$ cat src/rtl/serial_fa_adder_if.sv
// serial_fa_adder_if
//   Start/busy/done handshake and operand/result bundle for serial_fa_adder.
//   master : drives iStart, iSub, iA, iB, iC; observes oS, oC, oOvf, oBusy, oDone
//   slave  : the adder side of the same signals
interface serial_fa_adder_if #(
  parameter int WIDTH = 8
);
  logic             iStart;
  logic             iSub;
  logic [WIDTH-1:0] iA;
  logic [WIDTH-1:0] iB;
  logic             iC;
  logic [WIDTH-1:0] oS;
  logic             oC;
  logic             oOvf;
  logic             oBusy;
  logic             oDone;

  modport master (
    output iStart, iSub, iA, iB, iC,
    input  oS, oC, oOvf, oBusy, oDone
  );

  modport slave (
    input  iStart, iSub, iA, iB, iC,
    output oS, oC, oOvf, oBusy, oDone
  );
endinterface

$ cat src/rtl/serial_fa_adder.sv
// serial_fa_adder
//   Bit-serial adder/subtractor: one full-adder cell plus a carry flip-flop
//   processes WIDTH-bit operands LSB-first, one bit per clock.
//   Subtraction is A + ~B + 1 through the same cell.
// Ports:
//   clk  : rising-edge clock
//   rst  : asynchronous active-high reset
//   bus  : serial_fa_adder_if.slave
//          iStart/iSub/iA/iB/iC in, oS/oC/oOvf results, oBusy (RUN), oDone (1-cycle)
module serial_fa_adder #(
  parameter int WIDTH = 8
) (
  input logic              clk,
  input logic              rst,
  serial_fa_adder_if.slave bus
);

  localparam int CNT_W = (WIDTH > 1) ? $clog2(WIDTH) : 1;
  localparam logic [CNT_W-1:0] LAST_CNT = CNT_W'(WIDTH - 1);

  typedef enum logic [1:0] {
    IDLE = 2'd0,
    RUN  = 2'd1,
    DONE = 2'd2
  } state_t;

  state_t state_q, state_d;

  logic [WIDTH-1:0] a_sh, b_sh, r_sh, r_next;
  logic             carry;
  logic [CNT_W-1:0] count;
  logic [WIDTH-1:0] s_q;
  logic             c_q, ovf_q;

  logic sum_bit, cout, accept, last;

  function automatic logic fa_sum(input logic a, input logic b, input logic ci);
    return a ^ b ^ ci;
  endfunction

  function automatic logic fa_carry(input logic a, input logic b, input logic ci);
    return (a & b) | (a & ci) | (b & ci);
  endfunction

  assign sum_bit = fa_sum(a_sh[0], b_sh[0], carry);
  assign cout    = fa_carry(a_sh[0], b_sh[0], carry);
  assign last    = (count == LAST_CNT);

  // The partial result fills from the MSB so that after WIDTH shifts the
  // first (LSB) sum bit has reached bit 0.
  generate
    if (WIDTH == 1) begin : g_r1
      assign r_next = sum_bit;
    end else begin : g_rn
      assign r_next = {sum_bit, r_sh[WIDTH-1:1]};
    end
  endgenerate

  // State register
  always_ff @(posedge clk or posedge rst) begin
    if (rst) state_q <= IDLE;
    else     state_q <= state_d;
  end

  // Next-state logic; a start is only honoured when no operation is running
  always_comb begin
    state_d = state_q;
    accept  = 1'b0;
    case (state_q)
      IDLE: begin
        if (bus.iStart) begin
          accept  = 1'b1;
          state_d = RUN;
        end
      end
      RUN: begin
        if (last) state_d = DONE;
      end
      DONE: begin
        if (bus.iStart) begin
          accept  = 1'b1;
          state_d = RUN;
        end else begin
          state_d = IDLE;
        end
      end
      default: state_d = IDLE;
    endcase
  end

  // Datapath: operand load, serial processing and result capture
  always_ff @(posedge clk or posedge rst) begin
    if (rst) begin
      a_sh  <= '0;
      b_sh  <= '0;
      r_sh  <= '0;
      carry <= 1'b0;
      count <= '0;
      s_q   <= '0;
      c_q   <= 1'b0;
      ovf_q <= 1'b0;
    end else if (accept) begin
      a_sh  <= bus.iA;
      b_sh  <= bus.iSub ? ~bus.iB : bus.iB;
      carry <= bus.iSub ? 1'b1 : bus.iC;
      count <= '0;
    end else if (state_q == RUN) begin
      a_sh  <= a_sh >> 1;
      b_sh  <= b_sh >> 1;
      r_sh  <= r_next;
      carry <= cout;
      if (last) begin
        // carry still holds the carry into the MSB on this edge
        s_q   <= r_next;
        c_q   <= cout;
        ovf_q <= carry ^ cout;
      end else begin
        count <= count + CNT_W'(1);
      end
    end
  end

  assign bus.oS    = s_q;
  assign bus.oC    = c_q;
  assign bus.oOvf  = ovf_q;
  assign bus.oBusy = (state_q == RUN);
  assign bus.oDone = (state_q == DONE);

endmodule

$ cat src/flat_wrapper.sv
// flat-port wrapper written by rule: the top's interface ports become plain ports
module serial_fa_adder_flat 
#(
  parameter int WIDTH = 8
)
  (clk, rst, bus_iStart, bus_iSub, bus_iA, bus_iB, bus_iC, bus_oS, bus_oC, bus_oOvf, bus_oBusy, bus_oDone);
  serial_fa_adder_if #(.WIDTH(WIDTH)) bus_i ();
  input logic clk;
  input logic rst;
  input wire logic [$bits(bus_i.iStart)-1:0] bus_iStart;
  input wire logic [$bits(bus_i.iSub)-1:0] bus_iSub;
  input wire logic [$bits(bus_i.iA)-1:0] bus_iA;
  input wire logic [$bits(bus_i.iB)-1:0] bus_iB;
  input wire logic [$bits(bus_i.iC)-1:0] bus_iC;
  output wire logic [$bits(bus_i.oS)-1:0] bus_oS;
  output wire logic [$bits(bus_i.oC)-1:0] bus_oC;
  output wire logic [$bits(bus_i.oOvf)-1:0] bus_oOvf;
  output wire logic [$bits(bus_i.oBusy)-1:0] bus_oBusy;
  output wire logic [$bits(bus_i.oDone)-1:0] bus_oDone;
  assign bus_i.iStart = bus_iStart;
  assign bus_i.iSub = bus_iSub;
  assign bus_i.iA = bus_iA;
  assign bus_i.iB = bus_iB;
  assign bus_i.iC = bus_iC;
  assign bus_oS = bus_i.oS;
  assign bus_oC = bus_i.oC;
  assign bus_oOvf = bus_i.oOvf;
  assign bus_oBusy = bus_i.oBusy;
  assign bus_oDone = bus_i.oDone;
  serial_fa_adder #(.WIDTH(WIDTH)) u_core (.clk(clk), .rst(rst), .bus(bus_i));
endmodule
$ cat config.mk
export PLATFORM = sky130hd
export DESIGN_NAME = serial_fa_adder_flat
export DESIGN_NICKNAME = d
export VERILOG_FILES = /design/src/rtl/serial_fa_adder_if.sv /design/src/rtl/serial_fa_adder.sv /design/src/flat_wrapper.sv
export SDC_FILE = /design/constraint.sdc
export NUM_CORES = 1
export LEC_CHECK = 0
export CORE_MARGIN = 5
export CORE_UTILIZATION = 50
export CTS_BUF_LIST = sky130_fd_sc_hd__clkbuf_2
export DETAILED_ROUTE_END_ITERATION = 16
export PLACE_DENSITY_LB_ADDON = 0.12
export SLEW_MARGIN = 25
export SYNTH_ARGS = -nofsm -noshare
export SYNTH_HDL_FRONTEND = slang
export SYNTH_SLANG_ARGS = --single-unit
$ cat constraint.sdc
create_clock -name clk -period 2.2 [get_ports clk]
set_input_delay 0.33 -clock clk [delete_from_list [all_inputs] [get_ports clk]]
set_output_delay 0.33 -clock clk [all_outputs]
set_load 0.02 [all_outputs]
=== Word level (Yosys, flattened, before mapping) ===
Index checks and enable logic that the tools add are counted.

* Flip-flop bits (word level): 40
* Latch bits: 0
* RAM bits: 0
* ROM bits: 0
* Word-level logic and storage cells: 50
* Memories: 0

* $add $sub $neg: 1
* Multipliers: 0
* Div/mod/pow operators: 0
* Magnitude comparators: 0
* Eq/ne operators: 6
* Shifts and indexed selects: 0
* Mux-type cells: 17
* Bitwise operators: 10
* Reductions and logical operators: 7

{| class="wikitable"
|+ Operators by type and width
! cell !! count
|-
| 2-to-1 mux 8 bit || 5
|-
| 2-to-1 mux 3 bit || 3
|-
| NOT 8 bit || 1
|-
| 2-to-1 mux 1 bit || 6
|-
| case mux 2 bit (3 select lines) || 1
|-
| AND reduction 2 bit || 3
|-
| 2-to-1 mux 2 bit || 2
|-
| inequality test 2 x 1 -> 1 bit, second input constant || 2
|-
| adder 3 x 1 -> 3 bit, second input constant || 1
|-
| AND 1 bit || 3
|-
| == test 3 bit, second input constant || 1
|-
| AND reduction 3 bit || 1
|-
| XOR 1 bit || 3
|-
| == test 2 x 1 -> 1 bit, second input constant || 1
|-
| == test 2 bit, second input constant || 1
|-
| logical NOT 2 bit || 1
|-
| inequality test 2 bit, second input constant || 1
|-
| OR 1 bit || 2
|-
| nonzero test 2 bit || 1
|-
| OR reduction 2 bit || 1
|-
| NOT 1 bit || 1
|}

=== Depth between registers and ports, before layout ===
Gate-level depths: netlist of run 1.

* Depth in word-level cells: 5
* Depth in mapped cells: 6
* Gate-level depth less buffers: 5

=== Worst setup path before layout of run 1 ===
No wires, ideal clock.

* Path type: reg2reg
* Start: register u_core.count[0]
* End: register u_core.count[0]
* Setup time: 125 ps
* Data arrival time: 1,371 ps
* Setup slack: 704 ps
* Stages on the path, launching flop included: 7
* Period minus slack after synthesis: 1,496 ps
* Cell sequence: dfrtp_1 ha_1 ha_1 or3b_1 clkbuf_1 nand3_1 o21ai_1

* Word-level cells in the longest chain between the ends: 4

{| class="wikitable"
|+ Ends and longest elaborated chain
! what !! RTL line !! RTL
|-
| from (decl) || serial_fa_adder.sv:31 || <nowiki>logic [CNT_W-1:0] count;</nowiki>
|-
| from (signal assigned) || serial_fa_adder.sv:118 || <nowiki>count <= count + CNT_W'(1);</nowiki>
|-
| adder 3 x 1 -> 3 bit || serial_fa_adder.sv:118 ||
|-
| 2-to-1 mux 3 bit || serial_fa_adder.sv:112 || <nowiki>if (last) begin</nowiki>
|-
| 2-to-1 mux 3 bit || serial_fa_adder.sv:107 || <nowiki>end else if (state_q == RUN) begin</nowiki>
|-
| 2-to-1 mux 3 bit || serial_fa_adder.sv:102 || <nowiki>end else if (accept) begin</nowiki>
|}

Parallel ways exist; a longest one is shown, timed or not. The select of a mux whose other input is x is not followed.
A chain may end at the register's enable or synchronous reset.

=== Final worst setup path of run 1 ===
* Start: register u_core.state_q[0]
* End: output port bus_oBusy

* Word-level cells in the longest chain between the ends: 1

{| class="wikitable"
|+ Ends and longest elaborated chain
! what !! RTL line !! RTL
|-
| from (decl) || serial_fa_adder.sv:27 || <nowiki>state_t state_q, state_d;</nowiki>
|-
| from (signal assigned) || serial_fa_adder.sv:62 || <nowiki>else state_q <= state_d;</nowiki>
|-
| == test 2 x 1 -> 1 bit || serial_fa_adder.sv:126 || <nowiki>assign bus.oBusy = (state_q == RUN);</nowiki>
|-
| to (decl) || flat_wrapper.sv:18 || <nowiki>output wire logic [$bits(bus_i.oBusy)-1:0] bus_oBusy;</nowiki>
|}

Every way passes these cells.

==> impl_results.html, run 1 <==
<table>
<tr><th>Metric</th><th>Value</th></tr>
<tr><th colspan="2">Detailed routing</th></tr>
<tr><td>Starting DRT DRC Count</td><td>42</td></tr>
<tr><td>Via count of the routed design</td><td>1,121</td></tr>
<tr><td>Iteration count of the initial detailed-routing pass</td><td>4</td></tr>
<tr><td>Residual antenna-violating net count after detailed routing</td><td>0</td></tr>
<tr><td>Wire length per cell</td><td>13.9 µm</td></tr>
<tr><td>DRC violation count after routing</td><td>0</td></tr>
<tr><td>Number of vias per cell</td><td>5.19</td></tr>
<tr><td>Drt total wl</td><td>3.01 mm</td></tr>
<tr><th colspan="2">Placed design</th></tr>
<tr><td>Gp weighted congestion</td><td>0.716</td></tr>
<tr><td>Instance area after placement</td><td>0.00207 mm²</td></tr>
<tr><td>I/O Buffers</td><td>32</td></tr>
<tr><td>Pre-CTS worst setup slack</td><td>0.460 ns</td></tr>
<tr><td>Number of placed instances with taps included</td><td>208</td></tr>
<tr><td>Estimated wirelength of the detail-placed design</td><td>2.16 mm</td></tr>
<tr><th colspan="2">Logic synthesis</th></tr>
<tr><td>Main synth FF type</td><td>sky130_fd_sc_hd__dfrtp_1</td></tr>
<tr><td>Netlist area before placement</td><td>0.00175 mm²</td></tr>
<tr><td>Mean Syn Cell Area</td><td>12.9 µm²</td></tr>
<tr><td>Yosys warnings</td><td>0</td></tr>
<tr><td>Proportion of synthesized chip area in sequential cells</td><td>55.6%</td></tr>
<tr><td>Mapped Nets</td><td>160</td></tr>
<tr><td>Count of unique library cells instantiated by Yosys</td><td>27</td></tr>
<tr><td>Cells after synthesis</td><td>136</td></tr>
<tr><td>Proportion of synthesized flip-flops having asynchronous set or reset</td><td>100%</td></tr>
<tr><td>Number of flops mapped to enable cells by yosys</td><td>0</td></tr>
<tr><td>Flop and latch count out of synthesis</td><td>39</td></tr>
<tr><th colspan="2">Flow run</th></tr>
<tr><td>Max-cap viol count</td><td>0</td></tr>
<tr><th colspan="2">Status</th></tr>
<tr><td>Run status</td><td>finished clean</td></tr>
<tr><th colspan="2">Global route</th></tr>
<tr><td>Number of antenna violations at the first check in global routing</td><td>0</td></tr>
<tr><td>Global-route usage over all layers</td><td>13.6%</td></tr>
<tr><td>Via count of the first global-routing pass</td><td>1,177</td></tr>
<tr><td>Wire length of the first global-routing pass</td><td>5.26 mm</td></tr>
<tr><td>Largest net degree at the start of global routing</td><td>40</td></tr>
<tr><td>Total global routing overflow</td><td>0</td></tr>
<tr><th colspan="2">Worst setup path</th></tr>
<tr><td>Crit path largest cell delay</td><td>0.61 ns</td></tr>
<tr><td>Crit Reg-Reg Endpoint</td><td>u_core.bus.oS[3]$_DFFE_PP0P_</td></tr>
<tr><td>Slowest CP cell</td><td>sky130_fd_sc_hd__clkdlybuf4s50_1</td></tr>
<tr><td>Launch point of the critical path</td><td>u_core.state_q[0]$_DFFE_PP0P_</td></tr>
<tr><td>Data required time at the worst endpoint</td><td>1.87 ns</td></tr>
<tr><td>Type of element capturing the critical path</td><td>primary output</td></tr>
<tr><td>Worst-case reg-to-reg path depth</td><td>4</td></tr>
<tr><td>Worst Setup Start Kind</td><td>flip-flop</td></tr>
<tr><td>Cells along the critical path</td><td>nor2b_4, clkdlybuf4s50_1</td></tr>
<tr><td>Worst endpoint data arrival time</td><td>1.64 ns</td></tr>
<tr><td>Largest fanout on the critical path</td><td>6</td></tr>
<tr><td>Slack of the worst reg-to-reg path</td><td>0.46 ns</td></tr>
<tr><td>Worst setup path end</td><td>bus_oBusy</td></tr>
<tr><td>Worst reg2reg startpoint</td><td>u_core.count[0]$_DFFE_PP0P_</td></tr>
<tr><td>Classification of the worst setup path</td><td>flip-flop to primary output</td></tr>
<tr><th colspan="2">STA</th></tr>
<tr><td>Maximum operating frequency</td><td>507 MHz</td></tr>
<tr><td>Period minus WS final</td><td>1.97 ns</td></tr>
<tr><td>Transition at the pin with the smallest max-transition slack</td><td>0.544 ns</td></tr>
<tr><td>Final clock period utilization by the worst path</td><td>89.7%</td></tr>
<tr><td>Unrepaired setup endpoints after global routing</td><td>false</td></tr>
<tr><td>Headroom to the max-slew limit</td><td>63.6%</td></tr>
<tr><td>Final Worst Setup Slack</td><td>0.227 ns</td></tr>
<tr><td>Number of pins with negative max-slew slack in the final report</td><td>0</td></tr>
<tr><td>Setup skew after layout</td><td>0.00806 ns</td></tr>
<tr><td>Final TNS setup</td><td>0 ns</td></tr>
<tr><td>Final setup viols</td><td>0</td></tr>
<tr><td>Worst hold slack</td><td>0.336 ns</td></tr>
<tr><td>Final Hold Violating Endpoints</td><td>0</td></tr>
<tr><th colspan="2">Clock network</th></tr>
<tr><td>Maximum buffer depth of the clock tree</td><td>2</td></tr>
<tr><td>Clock Latency Late Sink</td><td>0.38 ns</td></tr>
<tr><td>Number of buffers added to fix hold violations after cts</td><td>0</td></tr>
<tr><td>CTS Sinks</td><td>39</td></tr>
<tr><td>Cell at the root of the clock tree</td><td>sky130_fd_sc_hd__clkbuf_2</td></tr>
<tr><td>Total setup buffers inserted after CTS</td><td>0</td></tr>
<tr><td>Number of CTS-inserted buffers</td><td>5</td></tr>
<tr><td>Number of levels in the clock H-tree</td><td>2</td></tr>
<tr><td>Post-CTS sizing</td><td>0</td></tr>
<tr><td>TritonCTS clock tree</td><td>built</td></tr>
<tr><td>Register clock-pin slew on the reported worst setup and hold paths</td><td>0.18 ns</td></tr>
<tr><th colspan="2">Cells and area</th></tr>
<tr><td>Post-route design area</td><td>0.00211 mm²</td></tr>
<tr><td>Layout Cells excl Fill</td><td>216</td></tr>
<tr><td>Commonest cells after routing, fill and taps aside</td><td>sky130_fd_sc_hd__dfrtp_1 (39), sky130_fd_sc_hd__clkdlybuf4s50_1 (32), sky130_fd_sc_hd__mux2_2 (16)</td></tr>
<tr><td>FF/Latch Area</td><td>976 µm²</td></tr>
<tr><td>Number of antenna repair diodes</td><td>0</td></tr>
<tr><td>Filler instances</td><td>302</td></tr>
<tr><td>Multi-input combinational cell area</td><td>682 µm²</td></tr>
<tr><td>Most frequent standard cell in the layout excluding fill and tap cells</td><td>sky130_fd_sc_hd__dfrtp_1</td></tr>
<tr><td>Layout Nets</td><td>193</td></tr>
<tr><td>Share of cells above drive strength 1</td><td>15.9%</td></tr>
<tr><td>Synth-to-Final Area Change</td><td>20.3%</td></tr>
<tr><th colspan="2">Power and ir drop</th></tr>
<tr><td>Leakage power</td><td>1.02 nW</td></tr>
<tr><td>Worst voltage drop across the vdd grid</td><td>0.539 mV</td></tr>
<tr><td>Power per unit of standard cell area</td><td>1350 mW/mm²</td></tr>
<tr><th colspan="2">Die</th></tr>
<tr><td>Die footprint</td><td>0.00479 mm²</td></tr>
<tr><td>Initial cell density of the core</td><td>52.2%</td></tr>
<tr><td>Number of cell rows</td><td>21</td></tr>
<tr><td>Number of top-level pins</td><td>33</td></tr>
<tr><td>Standard cell core area</td><td>0.00336 mm²</td></tr>
<tr><td>Floorplan die width</td><td>69.2 µm</td></tr>
<tr><td>Height of the die</td><td>69.2 µm</td></tr>
<tr><th colspan="2">Hold path</th></tr>
<tr><td>Worst hold-check path type</td><td>input pin to asynchronous set/reset pin</td></tr>
</table>
area by class of cell:
cell class / instances / area share (%)
flip-flops and latches: 39 / 46.2
multi-input cells: 84 / 32.3
repair buffers: 35 / 16.2
well taps: 46 / 2.73
clock buffers: 6 / 1.42
inverters: 4 / 0.711
clock inverters: 2 / 0.356
logic make-up after synthesis:
logic type               synth area share (%)
flip-flops                               55.6
AO/OA/AOI/OAI                            11.2
multiplexers                             14.3
AND/OR/NAND/NOR                          6.35
buffers and inverters                    5.49
XOR/XNOR                                 4.49
adder cells (fa/ha/maj)                  2.57
how the worst min path moves through the flow:
stage,slack (ns),depth (start not counted),end,startpoint
detailed placement,0.47,1,u_core.a_sh[1]$_DFFE_PP0P_,u_core.a_sh[1]$_DFFE_PP0P_
CTS,0.34,3,u_core.bus.oS[7]$_DFFE_PP0P_,rst
floorplan,0.45,1,u_core.a_sh[1]$_DFFE_PP0P_,u_core.a_sh[1]$_DFFE_PP0P_
global placement,0.46,1,u_core.a_sh[4]$_DFFE_PP0P_,u_core.a_sh[4]$_DFFE_PP0P_
finish,0.34,3,u_core.bus.oS[3]$_DFFE_PP0P_,rst
global route,0.37,3,u_core.a_sh[0]$_DFFE_PP0P_,rst
where the power goes:
group | internal, mW | switching [mW] | total (mW)
sequential | 1.05 | 0.204 | 1.26
combinational | 0.696 | 0.594 | 1.29
clock | 0.0766 | 0.221 | 0.297
metal layers:
metal  GRT usage, %  vias to the layer above  share of wire (%)
li1               -                      540                  -
met1           15.6                      549                 42
met2           23.3                       25                 51
met3           4.35                        7                5.6
met4           5.21                        0                1.3
met5              0                        -                  0
cell usage after synthesis (2+ instances only):
| master | n | area (µm²) |
|---|---|---|
| sky130_fd_sc_hd__mux2_2 | 16 | 180 |
| sky130_fd_sc_hd__nor2b_1 | 2 | 12.5 |
| sky130_fd_sc_hd__ha_1 | 2 | 25.0 |
| sky130_fd_sc_hd__mux2i_1 | 7 | 70.1 |
| sky130_fd_sc_hd__nand2_1 | 9 | 33.8 |
| sky130_fd_sc_hd__buf_2 | 2 | 10.0 |
| sky130_fd_sc_hd__xor2_1 | 8 | 70.1 |
| sky130_fd_sc_hd__dfrtp_1 | 39 | 976 |
| sky130_fd_sc_hd__inv_1 | 4 | 15.0 |
| sky130_fd_sc_hd__a21o_1 | 7 | 52.6 |
| sky130_fd_sc_hd__nor2_1 | 2 | 7.51 |
| sky130_fd_sc_hd__buf_6 | 4 | 45.0 |
| sky130_fd_sc_hd__nand3_1 | 3 | 15.0 |
| sky130_fd_sc_hd__a22o_1 | 9 | 78.8 |
| sky130_fd_sc_hd__o21ai_1 | 10 | 50.1 |
registers in the layout, summed over array words and instances (netlist names), 2 cells and up:
name            cells
u_core.r_sh         7
u_core.a_sh         8
u_core.count        3
u_core.bus.oS       8
u_core.b_sh         8
u_core.state_q      2
critical path: cells and delay by family, from the launching register on:
family	cells	cell delay, ns
simple gates	1	0.19
flops	1	0.46
buf+inv	1	0.61
stage by stage:
step | power [mW] | utilization, %
floorplan | 2.23 | -
global placement | 2.53 | 61.6
detailed placement | 2.59 | 61.6
CTS | 2.88 | 62.8
global route | 3.06 | 62.8
finish | 2.85 | 62.8
Note: power is estimated with default switching activity, not from simulation.
==> run 2: changes to the inputs <==
--- a/config.mk
+++ b/config.mk
@@ -9,7 +9,9 @@
 export CORE_UTILIZATION = 50
 export CTS_BUF_LIST = sky130_fd_sc_hd__clkbuf_2
 export DETAILED_ROUTE_END_ITERATION = 16
+export HOLD_SLACK_MARGIN = 0.06
 export PLACE_DENSITY_LB_ADDON = 0.12
+export SKIP_CTS_REPAIR_TIMING = 1
 export SLEW_MARGIN = 25
 export SYNTH_ARGS = -nofsm -noshare
 export SYNTH_HDL_FRONTEND = slang
==> results of run 2 <==
The final DEF is identical to that of run 1; final timing and power are the same.
==> run 3: changes to the inputs <==
--- a/config.mk
+++ b/config.mk
@@ -12,7 +12,6 @@
 export HOLD_SLACK_MARGIN = 0.06
 export PLACE_DENSITY_LB_ADDON = 0.12
 export SKIP_CTS_REPAIR_TIMING = 1
-export SLEW_MARGIN = 25
 export SYNTH_ARGS = -nofsm -noshare
 export SYNTH_HDL_FRONTEND = slang
 export SYNTH_SLANG_ARGS = --single-unit
==> results of run 3 <==
The final DEF is identical to that of run 1; final timing and power are the same.
